**src/rtl/wisc_pkg.sv**
```systemverilog
// Shared WISC definitions: opcodes, opcode-class helpers and the stall/fill FSM state type.
package wisc_pkg;

  localparam logic [3:0] OpLw  = 4'b1000;
  localparam logic [3:0] OpSw  = 4'b1001;
  localparam logic [3:0] OpLlb = 4'b1010;
  localparam logic [3:0] OpLhb = 4'b1011;
  localparam logic [3:0] OpB   = 4'b1100;
  localparam logic [3:0] OpBr  = 4'b1101;

  typedef enum logic [1:0] {
    StRun   = 2'd0,
    StDFill = 2'd1,
    StIFill = 2'd2
  } state_e;

  function automatic logic is_flag_writer(logic [3:0] op);
    return op inside {4'b0000, 4'b0001, 4'b0010, 4'b0100, 4'b0101, 4'b0110};
  endfunction

  // SW store data is bypassed mem-to-mem, so its rt never forces a load-use stall.
  function automatic logic uses_rt(logic [3:0] op);
    return !(op inside {OpSw, OpLlb, OpLhb});
  endfunction

endpackage

```
**src/rtl/id_hazard_detect.sv**
```systemverilog
// Combinational ID-stage hazard checks: load-use, branch-on-flags and BR-register dependencies.
module id_hazard_detect
  import wisc_pkg::*;
(
  input  logic [3:0] id_opcode_i,
  input  logic [3:0] id_rs_i,
  input  logic [3:0] id_rt_i,
  input  logic [3:0] ex_opcode_i,
  input  logic [3:0] ex_rd_i,
  input  logic       ex_regwrite_i,
  input  logic [3:0] mem_opcode_i,
  input  logic [3:0] mem_rd_i,
  output logic       load_use_o,
  output logic       flag_hazard_o,
  output logic       br_hazard_o
);

  always_comb begin
    load_use_o = (ex_opcode_i == OpLw) && (ex_rd_i != 4'd0) &&
                 ((ex_rd_i == id_rs_i) || (uses_rt(id_opcode_i) && (ex_rd_i == id_rt_i)));

    flag_hazard_o = (id_opcode_i == OpB) && is_flag_writer(ex_opcode_i);

    // BR reads its target in ID, so both an EX producer and a MEM load must drain first.
    br_hazard_o = (id_opcode_i == OpBr) && (id_rs_i != 4'd0) &&
                  ((ex_regwrite_i && (ex_rd_i == id_rs_i)) ||
                   ((mem_opcode_i == OpLw) && (mem_rd_i == id_rs_i)));
  end

endmodule

```
**src/rtl/hazard_stall_ctrl.sv**
```systemverilog
// Pipeline stall/flush controller: ID hazard stalls, taken-branch flush and I/D cache fill sequencing.
module hazard_stall_ctrl
  import wisc_pkg::*;
#(
  parameter int unsigned CNT_W = 16
) (
  input  logic             clk,
  input  logic             rst,
  input  logic [3:0]       ID_opcode,
  input  logic [3:0]       ID_rs,
  input  logic [3:0]       ID_rt,
  input  logic             branch_taken,
  input  logic [3:0]       EX_opcode,
  input  logic [3:0]       EX_rd,
  input  logic             EX_RegWrite,
  input  logic [3:0]       MEM_opcode,
  input  logic [3:0]       MEM_rd,
  input  logic             icache_miss,
  input  logic             dcache_miss,
  input  logic             fill_done,
  output logic             fill_req,
  output logic             fill_is_d,
  output logic             PC_write,
  output logic             IF_ID_write,
  output logic             IF_ID_flush,
  output logic             ID_EX_bubble,
  output logic             EX_MEM_write,
  output logic             MEM_WB_write,
  output logic [CNT_W-1:0] stall_cnt
);

  state_e           state_q, state_d;
  logic             fill_req_q, fill_req_d;
  logic             fill_is_d_q, fill_is_d_d;
  logic [CNT_W-1:0] stall_cnt_q, stall_cnt_d;

  logic load_use, flag_hazard, br_hazard, hazard, fill_ack;

  id_hazard_detect u_id_hazard_detect (
    .id_opcode_i   (ID_opcode),
    .id_rs_i       (ID_rs),
    .id_rt_i       (ID_rt),
    .ex_opcode_i   (EX_opcode),
    .ex_rd_i       (EX_rd),
    .ex_regwrite_i (EX_RegWrite),
    .mem_opcode_i  (MEM_opcode),
    .mem_rd_i      (MEM_rd),
    .load_use_o    (load_use),
    .flag_hazard_o (flag_hazard),
    .br_hazard_o   (br_hazard)
  );

  assign hazard   = load_use | flag_hazard | br_hazard;
  // A completion pulse only counts while a request is actually outstanding.
  assign fill_ack = fill_done & fill_req_q;

  always_comb begin
    PC_write     = 1'b1;
    IF_ID_write  = 1'b1;
    IF_ID_flush  = 1'b0;
    ID_EX_bubble = 1'b0;
    EX_MEM_write = 1'b1;
    MEM_WB_write = 1'b1;
    case (state_q)
      StDFill: begin
        PC_write     = 1'b0;
        IF_ID_write  = 1'b0;
        EX_MEM_write = 1'b0;
        MEM_WB_write = 1'b0;
      end
      default: begin
        if (hazard) begin
          PC_write     = 1'b0;
          IF_ID_write  = 1'b0;
          ID_EX_bubble = 1'b1;
        end else if (state_q == StIFill) begin
          PC_write    = 1'b0;
          IF_ID_flush = 1'b1;
        end else if (branch_taken) begin
          IF_ID_flush = 1'b1;
        end
      end
    endcase
  end

  always_comb begin
    state_d     = state_q;
    fill_req_d  = fill_req_q;
    fill_is_d_d = fill_is_d_q;
    case (state_q)
      StRun: begin
        if (dcache_miss) begin
          state_d     = StDFill;
          fill_req_d  = 1'b1;
          fill_is_d_d = 1'b1;
        end else if (icache_miss) begin
          state_d     = StIFill;
          fill_req_d  = 1'b1;
          fill_is_d_d = 1'b0;
        end
      end
      StDFill: begin
        if (fill_ack) begin
          fill_req_d  = 1'b0;
          fill_is_d_d = 1'b0;
          state_d     = icache_miss ? StIFill : StRun;
        end
      end
      StIFill: begin
        // Entering from DFILL leaves the request low for one cycle; raise it here.
        if (fill_ack) begin
          state_d    = StRun;
          fill_req_d = 1'b0;
        end else if (!fill_req_q) begin
          fill_req_d = 1'b1;
        end
      end
      default: begin
        state_d    = StRun;
        fill_req_d = 1'b0;
      end
    endcase
  end

  always_comb begin
    stall_cnt_d = stall_cnt_q;
    if (!PC_write && (stall_cnt_q != '1)) begin
      stall_cnt_d = stall_cnt_q + CNT_W'(1);
    end
  end

  always_ff @(posedge clk) begin
    if (rst) begin
      state_q     <= StRun;
      fill_req_q  <= 1'b0;
      fill_is_d_q <= 1'b0;
      stall_cnt_q <= '0;
    end else begin
      state_q     <= state_d;
      fill_req_q  <= fill_req_d;
      fill_is_d_q <= fill_is_d_d;
      stall_cnt_q <= stall_cnt_d;
    end
  end

  // Reset withdraws an in-flight request immediately rather than at the next edge.
  assign fill_req  = fill_req_q & ~rst;
  assign fill_is_d = fill_is_d_q;
  assign stall_cnt = stall_cnt_q;

endmodule
```
**config.mk**
```make
export PLATFORM = sky130hd
export DESIGN_NAME = hazard_stall_ctrl
export DESIGN_NICKNAME = d
export VERILOG_FILES = /design/src/rtl/wisc_pkg.sv /design/src/rtl/id_hazard_detect.sv /design/src/rtl/hazard_stall_ctrl.sv
export SDC_FILE = /design/constraint.sdc
export NUM_CORES = 1
export LEC_CHECK = 0
export BUFFER_PORTS_ARGS = -buffer_cell sky130_fd_sc_hd__buf_4
export CORE_AREA = 2 2 59 61
export CTS_BUF_LIST = sky130_fd_sc_hd__clkbuf_4
export DETAILED_ROUTE_END_ITERATION = 16
export DIE_AREA = 0 0 61 63
export PLACE_DENSITY = 0.82
export SYNTH_ARGS = -nofsm -noshare
export SYNTH_HDL_FRONTEND = slang
export SYNTH_SLANG_ARGS = --single-unit
```
**constraint.sdc**
```tcl
create_clock -name clk -period 1.9 [get_ports clk]
set_input_delay 0.19 -clock clk [delete_from_list [all_inputs] [get_ports clk]]
set_output_delay 0.19 -clock clk [all_outputs]
set_load 0.02 [all_outputs]
```
==> results.toml <==
[finish]
fillerInstances = 290
multi_input_area_um2 = 940.9
drive_above_1_share = 0.4239
fin_area_um2 = 2044
final_cell_mix = "80 x buf_4, 20 x dfxtp_1, 13 x nor2_1"
syn_to_final_growth_pct = 52.85
n_antenna_cell = 0
final_common_cell = "buf_4"
ff_latch_area_um2 = 400.4
nNetsFinal = 281

[placed_design]
gp_congestion = 0.8314
placed_area_um2 = 1931
dp_slack_ns = -0.2815
hpwl_um = 2789
io_buffers = 58

[critical_path]
path_delay_family = "simple AND/OR/NAND/NOR gates"
cp-end-kind = "register"
crit_top_cell = "buf_4"
path_class = "in -> reg"
crit_buf_inv = 3
required_ns = 2.14
setup.worst_path.start = "MEM_opcode[1]"
cp_cell_sequence = "buf_4 -> or4b_4 -> nor4_4 -> a32oi_2 -> and4_4 -> buf_4 -> buf_4 -> or3_1 -> a21oi_2"
cp_max_fo = 6
cpMaxStageDelayCell = "or4b_4"
reg2reg_from = "stall_cnt[9]$_SDFFE_PP0P_"
worstSetupStartpointType = "input port"
cp_slowest_stage_delay_ns = 0.53
cp.arrival_ns = 2.10

[yosys]
yosys.area.top_type_share = 0.2993
synthesis.area_um2 = 1338
avgSynthCellArea_um2 = 7.962
synth_edf_count = 0
async_reset_ff_frac = 0
syn_inst = 168
synth_ff_type = "dfxtp_1"
ys_seq_area_frac = 0.2993
ys_types = 43
syn-num-nets = 204
yosysTopAreaCell = "dfxtp_1"
ys_warn_count = 0
synth.area.top_cells = "dfxtp_1 30%, xor2_1 6.5%, a21oi_1 5.2%, o21ai_0 4.5%, or3_1 4.2%"
ys_ff_latch = 20

[sta]
slew_viol_final = 0
finalSetupViolCount = 0
finalSetupTns_ns = 0
worstMarginPinSlew_ns = 0.2893
min_period_over_period = 0.9822
slew_headroom = 0.8056
clock-skew-final_ns = 0.007808
period_needed_ns = 1.866
fmax_mhz = 535.9
hold_viol_final = 0
timing.hold.ws_ns = 0.2208
fin_ws_ns = 0.03383

[detailed_routing]
via_count = 1540
final_antenna_net_count = 0
wl_um = 3588
vias_per_cell = 5.329
first_pass_iters = 4
wl_per_cell_um = 12.42
drt_iter0_drc = 39
remaining_drc_errors = 0

[clock_tree]
cts-buffers-inserted = 3
htreeDepth = 1
cts_root_buffer = "clkbuf_4"
cts_tree = "built"
insertion_delay_ns = 0.30
path_clk_slew_ns = 0.11
clock-sinks = 20
clockBufferDepth = 2

[grt]
grt_pass1_wl_um = 5651
grt_pass1_vias = 1359
grt_start_max_net_pins = 23
grt_antenna_before_repair = 0
overflow = 0
grt.total_usage = 0.1825

[power_and_ir_drop]
power.total_uw = 1001
power_density_nw_per_um2 = 489.6
p_leak_uw = 0.0008688
vdd_drop_max_mv = 0.2751

[run]
cap_violations = 0

[worst_hold_path]
holdCritStartpoint = "rst"
hold_class = "in -> reg"

[die]
die-area_um2 = 3843
die_h_um = 63
pin_count = 59
core_um2 = 3232
start_util = 0.4139
rows = 21
die_w_um = 61

[run_status]
outcome = "finished, final reports clean"
[synth_stat cells (all sizes together) (3+ instances only)]
cell	number
xnor2	3
a21oi	14
nor2	13
nor2b	7
nor3	4
nand3	10
mux2	4
inv	6
nand4	4
buf	3
dfxtp	20
nor4	5
nor4b	3
o21ai	12
or3	9
nand2	11
xor2	10
clkbuf	5
and4	3
[through the flow]
stage	util	cells
global route	0.6326	289
detailed placement	0.5974	283
finish	0.6326	289
global placement	0.5974	283
CTS	0.6121	289
floorplan	-	168
[routing by layer]
metal  GRT usage  share of wire  vias to the layer above
met5           0              0                        -
met2      0.3132           0.52                       64
met3     0.03106          0.069                        4
li1            -              -                      763
met4     0.05163         0.0064                        0
met1      0.2271           0.41                      709
[sequential cells by signal (all words and copies together) (netlist names)]
| signal | cells |
|---|---|
| fill_req_q | 1 |
| state_q | 2 |
| stall_cnt | 16 |
| fill_is_d | 1 |
[cells by family after synthesis]
| group | Yosys count | share of synthesized area |
|---|---|---|
| fa+ha+maj | 1 | 0.009353 |
| buf+inv | 14 | 0.05332 |
| simple gates | 78 | 0.3480 |
| compound gates | 37 | 0.1637 |
| xor+xnor | 13 | 0.08513 |
| flops | 20 | 0.2993 |
| mux | 5 | 0.04116 |
[power by group]
part           total (µW)  switching [µW]  internal, µW
combinational         349             168           181
sequential            449            14.7           435
clock                 202             128          73.9
[worst register-to-register path, delay by kind of cell (launching register included)]
kind          cells  cell delay [ns]
flops             1             0.35
buf+inv           1             0.16
simple gates      5             0.79
mux               1             0.35
[final timing paths]
path	slack (ns)	endpoint	cells past startpoint
worst min register to register	0.52	stall_cnt[1]$_SDFFE_PP0P_	2
worst min-delay path	0.22	stall_cnt[13]$_SDFFE_PP0P_	2
worst max register to register	0.15	stall_cnt[8]$_SDFFE_PP0P_	7
worst max-delay path	0.03	stall_cnt[10]$_SDFFE_PP0P_	9
[layout make-up]
type | instances | share of cell area
clock buffers | 3 | 0.01102
inverters | 6 | 0.01102
multi-input cells | 134 | 0.4602
flip-flops and latches | 20 | 0.1958
well taps | 46 | 0.02815
repair buffers | 80 | 0.2938
[timing repair]
item / in CTS / in global routing
setup buffers: 3 / 0
hold buffers: 0 / 0
pin swaps: 1 / 4
endpoints found under the setup margin: 1 / 12
resized for setup: 2 / 13
Power figures use the tool's default switching activity.
